[config.mk]
export PLATFORM = sky130hd
export DESIGN_NAME = pc_sequencer_flat
export DESIGN_NICKNAME = d
export VERILOG_FILES = /design/src/rtl/pc_sequencer_if.sv /design/src/rtl/pc_sequencer.sv /design/src/flat_wrapper.sv
export SDC_FILE = /design/constraint.sdc
export NUM_CORES = 1
export LEC_CHECK = 0
export ABC_CLOCK_PERIOD_IN_PS = 1900
export CAP_MARGIN = 20
export CORE_ASPECT_RATIO = 0.75
export CORE_MARGIN = 2
export CORE_UTILIZATION = 39
export CTS_BUF_LIST = sky130_fd_sc_hd__clkbuf_4 sky130_fd_sc_hd__clkbuf_8 sky130_fd_sc_hd__clkbuf_16
export CTS_CLUSTER_SIZE = 24
export DETAILED_ROUTE_END_ITERATION = 6
export PLACE_DENSITY = 0.78
export SLEW_MARGIN = 15
export SYNTH_ARGS = -nofsm -noshare
export SYNTH_HDL_FRONTEND = slang
export SYNTH_SLANG_ARGS = --single-unit
[constraint.sdc]
create_clock -name clock -period 1.9 [get_ports clock]
set_input_delay 0.19 -clock clock [delete_from_list [all_inputs] [get_ports clock]]
set_output_delay 0.19 -clock clock [all_outputs]
set_load 0.03 [all_outputs]
[src/rtl/pc_sequencer_if.sv]
// pc_sequencer_if: memory-indirect jump read handshake between the PC sequencer and data memory.
interface pc_sequencer_if #(parameter int WIDTH = 32);
    logic             mem_req;
    logic [WIDTH-1:0] mem_addr;
    logic [WIDTH-1:0] mem_rdata;
    logic             mem_valid;
    modport master (output mem_req, mem_addr, input mem_rdata, mem_valid);
    modport slave  (input mem_req, mem_addr, output mem_rdata, mem_valid);
endinterface

[src/rtl/pc_sequencer.sv]
// pc_sequencer: next-PC selection, Z/N flags, memory-indirect jump handshake and redirect flush.
// Define FLAG_BYPASS_EN to let a same-cycle flag write steer the branch condition.
module pc_sequencer #(
    parameter int               WIDTH    = 32,
    parameter logic [WIDTH-1:0] RESET_PC = '0
) (
    input  logic             clock,
    input  logic             resetn,
    input  logic             stall,
    input  logic             jump,
    input  logic             jump_mem,
    input  logic             branch_zero,
    input  logic             branch_neg,
    input  logic [WIDTH-1:0] target,
    input  logic             flag_wr,
    input  logic             alu_zero,
    input  logic             alu_neg,
    pc_sequencer_if.master   mem,
    output logic [WIDTH-1:0] pc,
    output logic [WIDTH-1:0] pc_link,
    output logic             flush,
    output logic             busy,
    output logic             z_flag,
    output logic             n_flag
);
    typedef enum logic {RUN, JM_WAIT} state_t;
    state_t           state, state_nx;
    logic [WIDTH-1:0] pc_nx, addr_nx;
    logic             req_nx, flush_nx, z_use, n_use;

`ifdef FLAG_BYPASS_EN
    assign z_use = flag_wr ? alu_zero : z_flag;
    assign n_use = flag_wr ? alu_neg  : n_flag;
`else
    assign z_use = z_flag;
    assign n_use = n_flag;
`endif

    assign pc_link = pc + 1'b1;
    assign busy    = state == JM_WAIT;

    always_comb begin
        state_nx = state;
        pc_nx    = pc;
        addr_nx  = mem.mem_addr;
        req_nx   = mem.mem_req;
        flush_nx = 1'b0;
        if (state == JM_WAIT) begin
            if (mem.mem_valid) begin
                pc_nx    = mem.mem_rdata;
                flush_nx = 1'b1;
                req_nx   = 1'b0;
                state_nx = RUN;
            end
        end else if (!stall) begin
            if (jump_mem) begin
                addr_nx  = target;
                req_nx   = 1'b1;
                state_nx = JM_WAIT;
            end else if (jump || (branch_zero && z_use) || (branch_neg && n_use)) begin
                pc_nx    = target;
                flush_nx = 1'b1;
            end else begin
                pc_nx = pc + 1'b1;
            end
        end
    end

    always_ff @(posedge clock) begin
        if (!resetn) begin
            state        <= RUN;
            pc           <= RESET_PC;
            mem.mem_req  <= 1'b0;
            mem.mem_addr <= '0;
            flush        <= 1'b0;
            z_flag       <= 1'b0;
            n_flag       <= 1'b0;
        end else begin
            state        <= state_nx;
            pc           <= pc_nx;
            mem.mem_req  <= req_nx;
            mem.mem_addr <= addr_nx;
            flush        <= flush_nx;
            if (flag_wr) begin
                z_flag <= alu_zero;
                n_flag <= alu_neg;
            end
        end
    end
endmodule

[src/flat_wrapper.sv]
// flat-port wrapper written by rule: the top's interface ports become plain ports
module pc_sequencer_flat 
#(
    parameter int               WIDTH    = 32,
    parameter logic [WIDTH-1:0] RESET_PC = '0
)
  (clock, resetn, stall, jump, jump_mem, branch_zero, branch_neg, target, flag_wr, alu_zero, alu_neg, pc, pc_link, flush, busy, z_flag, n_flag, mem_mem_req, mem_mem_addr, mem_mem_rdata, mem_mem_valid);
  pc_sequencer_if #(.WIDTH(WIDTH)) mem_i ();
  input  logic clock;
  input  logic resetn;
  input  logic stall;
  input  logic jump;
  input  logic jump_mem;
  input  logic branch_zero;
  input  logic branch_neg;
  input  logic [WIDTH-1:0] target;
  input  logic flag_wr;
  input  logic alu_zero;
  input  logic alu_neg;
  output logic [WIDTH-1:0] pc;
  output logic [WIDTH-1:0] pc_link;
  output logic flush;
  output logic busy;
  output logic z_flag;
  output logic n_flag;
  output wire logic [$bits(mem_i.mem_req)-1:0] mem_mem_req;
  output wire logic [$bits(mem_i.mem_addr)-1:0] mem_mem_addr;
  input wire logic [$bits(mem_i.mem_rdata)-1:0] mem_mem_rdata;
  input wire logic [$bits(mem_i.mem_valid)-1:0] mem_mem_valid;
  assign mem_mem_req = mem_i.mem_req;
  assign mem_mem_addr = mem_i.mem_addr;
  assign mem_i.mem_rdata = mem_mem_rdata;
  assign mem_i.mem_valid = mem_mem_valid;
  pc_sequencer #(.WIDTH(WIDTH), .RESET_PC(RESET_PC)) u_core (.clock(clock), .resetn(resetn), .stall(stall), .jump(jump), .jump_mem(jump_mem), .branch_zero(branch_zero), .branch_neg(branch_neg), .target(target), .flag_wr(flag_wr), .alu_zero(alu_zero), .alu_neg(alu_neg), .mem(mem_i), .pc(pc), .pc_link(pc_link), .flush(flush), .busy(busy), .z_flag(z_flag), .n_flag(n_flag));
endmodule
# Yosys cells after proc, flatten, opt, wreduce, memory -nomap -nowiden
# Cells that the tools add are included.
# word_totals
rom_bits	0
mem_bits_rw	0
out_inout_bits	101
inputBits	75
memories	0
latchBits	0
reg_bits	69
# classes
multipliers	0
muxes	18
addsub	1
n_eq_ne	3
bitwise	2
shifts	0
magnitude_cmp	0
n_reduce_logical	8
div	0
# op_table
cell	count
$mux W32	5
$add A32 B1 Y32 const B	1
$mux W1	13
$reduce_and A3 Y1	3
$ne A2 B1 Y1 const B	2
$logic_and A1 B1 Y1	2
$logic_or A1 B1 Y1	2
$ne A2 B2 Y1 const B	1
$not A1 Y1	2
$reduce_bool A2 Y1	1

# Longest topological paths before layout
# logic_depth
word_depth	7
ltp_mapped	8
depth_no_buf	6

# Least setup slack after synthesis
# Ideal clock, no wire load.
# synth_path
path_type	flip-flop to output port
from	reg u_core.pc[7]
to	out pc_link[23]
n_path_buf	0
arrival_time_ns	2.190
path_stages_with_launch	6
slack_ns	-0.480
path_cell_list	dfxtp_1 -> nand4_4 -> nor3_1 -> nor4b_2 -> nand3_1 -> xnor2_1
# synth_via
elab_chain_cells	1
# synth_rtl
item	line	source
start, declared	pc_sequencer.sv:19	output logic [WIDTH-1:0] pc,
start signal, assigned	pc_sequencer.sv:80	pc <= pc_nx;
$add A32 B1 Y32	pc_sequencer.sv:39	assign pc_link = pc + 1'b1;
end, declared	flat_wrapper.sv:21	output logic [WIDTH-1:0] pc_link;
# No other way between the ends.

# Worst setup path in the final report
# layout_path
from	reg u_core.pc[7]
to	out pc_link[22]
# The elaborated chain is that of the path after synthesis.

==> summary.txt <==
Status
  • Status: complete, but fails checks
  • Failing checks: negative setup slack

Setup path
  • Top cell by count, worst path: buf_6
  • WP buf/inv: 2
  • Critical-path top delay cell: nor4_4
  • Top delay family on crit path: simple AND/OR/NAND/NOR gates
  • Critical Path RT: between 1.5 and 2 ns
  • Critical Path Fanout Max: 6
  • Crit end category: output pin
  • CP peak stage delay: 0.41 ns
  • Startpoint types: register
  • Arr. time, crit path: 2.12 ns
  • Critical path, cell by cell: nand4_4 -> nor4_4 -> buf_6 -> nand4_1 -> xnor2_2 -> buf_6
  • Kind of critical path: reg2out

Drt
  • Avg WL per Cell: ~21 um
  • DRC viols: 0
  • Vias: 5849
  • ANT nets after route: 0
  • Vias/cell: 5.968
  • DR iter-0 viols: 778
  • DRT Wirelength: 20800 um
  • Drt pass-1 iters: 6

Finish
  • NumNets Final: 915
  • Area of the multi-input gates: 3158 um2
  • Share of layout cells above drive strength 1: 32.94%
  • Ant diodes: 0
  • Synth-to-Final Area Change: 98.55%
  • Register Area: 1431 um2
  • Filler cells: roughly 650
  • Commonest non-fill, non-tap cells in the layout: clkdlybuf4s50_1 (143), nand2_1 (113), buf_4 (110)
  • Most common cell after layout, fill and taps aside: clkdlybuf4s50_1

Floorplan
  • Ports: 176
  • Row count: 32
  • Starting Density: between 30% and 40%
  • Die Wd: 121.9 um
  • Area of the die: approximately 11000 um2
  • CORE AREA: 10210 um2
  • Die Y: a little over 90 um

Global route
  • Grt total ovfl: 0
  • Antenna violations before repair: 0
  • Vias in the first global route: 5649
  • Total GRT Usage: 34.26%
  • First-pass GRT wire length: 30100 um
  • Largest net degree at the start of global routing: 33

Synth
  • Yosys warns: 0
  • Cells after Synth: 560
  • Mux cell area share after synthesis: 1.725%
  • EDFF count, synth: 0
  • Syn_nets: 636
  • Largest family of logic cells by synthesized area: simple AND/OR/NAND/NOR gates
  • Synthesis-stage register bit count: approximately 70
  • Mapped Area: roughly 4000 um2
  • Post-Synth XOR/XNOR Area: under 10%
  • Async set-or-reset flop fraction in the synthesized netlist: 0%
  • Primary FF master, synth: dfxtp_1
  • Register area share after synthesis: 34.00%
  • Compound-Gate Fraction of Synth Area: 22.64%
  • Syn avg cell area: 7.255 um2
  • Post-synthesis adder-cell area fraction: 0.3080%
  • Post-Synth Simple-Gate Area: 30.95%
  • Netlist cell types: 60

Flow run
  • Max_cap viols: 0

Timing
  • Setup Skew: 0.006039 ns
  • Setup_tns: -7.530 ns
  • Least-Margin Pin Slew: 0.7310 ns
  • RSZ-0062 raised after global routing: true
  • Tmin final: 2.306 ns
  • Max frequency: 433.7 MHz
  • Rel. slew slack: 50.75%
  • Post-route worst setup slack: -0.4059 ns
  • Hold_ws: 0.4353 ns
  • Final Setup Violations: 37
  • Pins Over Slew Limit: 0
  • Ratio of final minimum period to clock period: 121.4%
  • Hold Vio Cnt, Final: 0

Clocking
  • Root buf cell: clkbuf_16
  • H-tree level count: 3
  • CTS Buf Count: 9
  • Clock sinks: between 60 and 70
  • CTS clk-pin slew, worst paths: roughly 0.060 ns
  • CTS tree: done
  • Skew-Pair Late Insertion Delay: roughly 0.34 ns
  • Clock Path Buffers: 2

Min path
  • Worst hold path class: in2reg

Pwr
  • Power Dens Cells: 653.0 nW/um2
  • Leakage: roughly 3.3 nW
  • Max IR drop VDD: 0.6025 mV

Place
  • Final Wtd Congestion: 1.016
  • I/O Buffers: approximately 180
  • Post-DP HPWL: 14000 um
cell usage after synthesis (all sizes together) (2+ instances only):
master	n	area, um2
a211oi	6	45.04
a21oi	61	305.3
a221o	2	20.02
a221oi	2	17.52
a31oi	9	56.30
and2	2	12.51
and3	11	68.82
and4	2	17.52
buf	9	47.54
clkbuf	30	112.6
dfxtp	69	1381
inv	8	30.03
mux2i	7	70.07
nand2	119	449.2
nand2b	7	43.79
nand3	24	130.1
nand4	15	108.9
nor2	48	180.2
nor3	11	55.05
nor4	7	65.06
nor4b	2	23.77
o211ai	7	52.55
o21a	5	37.54
o21ai	24	120.1
o221a	3	33.78
o221ai	2	17.52
o22ai	6	37.54
o31a	4	35.03
o31ai	2	15.01
o32ai	3	26.28
or2	3	18.77
or3	5	31.28
or4	2	15.01
or4b	3	30.03
xnor2	24	210.2
xor2	2	17.52
per-layer routing:
layer	vias up	share of wire (%)	track usage [%]
met5	-	0	0
met4	0	3.8	10.54
met3	82	13	11.58
met2	461	45	51.96
met1	2740	38	45.93
li1	2566	-	-
through the flow:
step | total power [mW] | setup slack [ns] | area (um2) | util, % | cells
after floorplan | 2.456 | -0.02917 | 4267 | - | 560
after global placement | 3.244 | -0.1714 | 6849 | 67.08 | 928
after detailed placement | 3.276 | -0.2136 | 6849 | 67.08 | 928
after CTS | 5.147 | -0.3576 | 7697 | 75.39 | 963
after global routing | 5.404 | -0.4499 | 8066 | 79.01 | 980
final | 5.267 | -0.4059 | 8066 | 79.01 | 980
final cells by class:
type	count	share of cell area, %
Tap cell	136	2.110
Multi-Input combinational cell	443	39.15
Sequential cell	69	17.74
Inverter	9	0.4188
Clock inverter	6	0.8066
Clock buffer	10	3.102
Timing Repair Buffer	307	36.67
worst paths after layout:
kind | cells after the start | end | start | slack [ns]
max | 6 | pc_link[22] | u_core.pc[7] | -0.41
min | 3 | u_core.mem.mem_addr[4] | target[4] | 0.44
max reg2reg | 10 | u_core.pc[21] | u_core.pc[0] | -0.24
min reg2reg | 2 | u_core.mem.mem_addr[5] | u_core.mem.mem_addr[5] | 0.46
cells by family after synthesis:
group	after synthesis
flip-flops	69
adder cells (fa/ha/maj)	1
buffers and inverters	48
multiplexers	7
XOR/XNOR	26
AND/OR/NAND/NOR	262
AO/OA/AOI/OAI	147
tightest hold or removal path: stages:
cell,delay [ns]
clkdlybuf4s50_1,0.42
nand2_1,0.07
a21oi_1,0.05
power by group:
| group | leakage, nW | internal, mW | switching (mW) |
|---|---|---|---|
| Sequential | 0.578 | 1.55 | 0.0937 |
| Combinational | 2.57 | 0.816 | 0.981 |
| Clock | 0.159 | 1.10 | 0.722 |
flip-flops by register name, indices dropped and copies added (netlist names):
signal / count
u_core.mem.mem_addr: 32
u_core.pc: 32
u_core.busy: 1
u_core.flush: 1
u_core.mem.mem_req: 1
u_core.n_flag: 1
u_core.z_flag: 1
repair_timing:
action                     in CTS  in global routing
hold buffers                    0                  0
setup endpoints to repair      41                 45
gates resized for setup        83                 54
buffers inserted               19                 20
pin swaps                      31                 29
(Power assumes the default switching activity.)
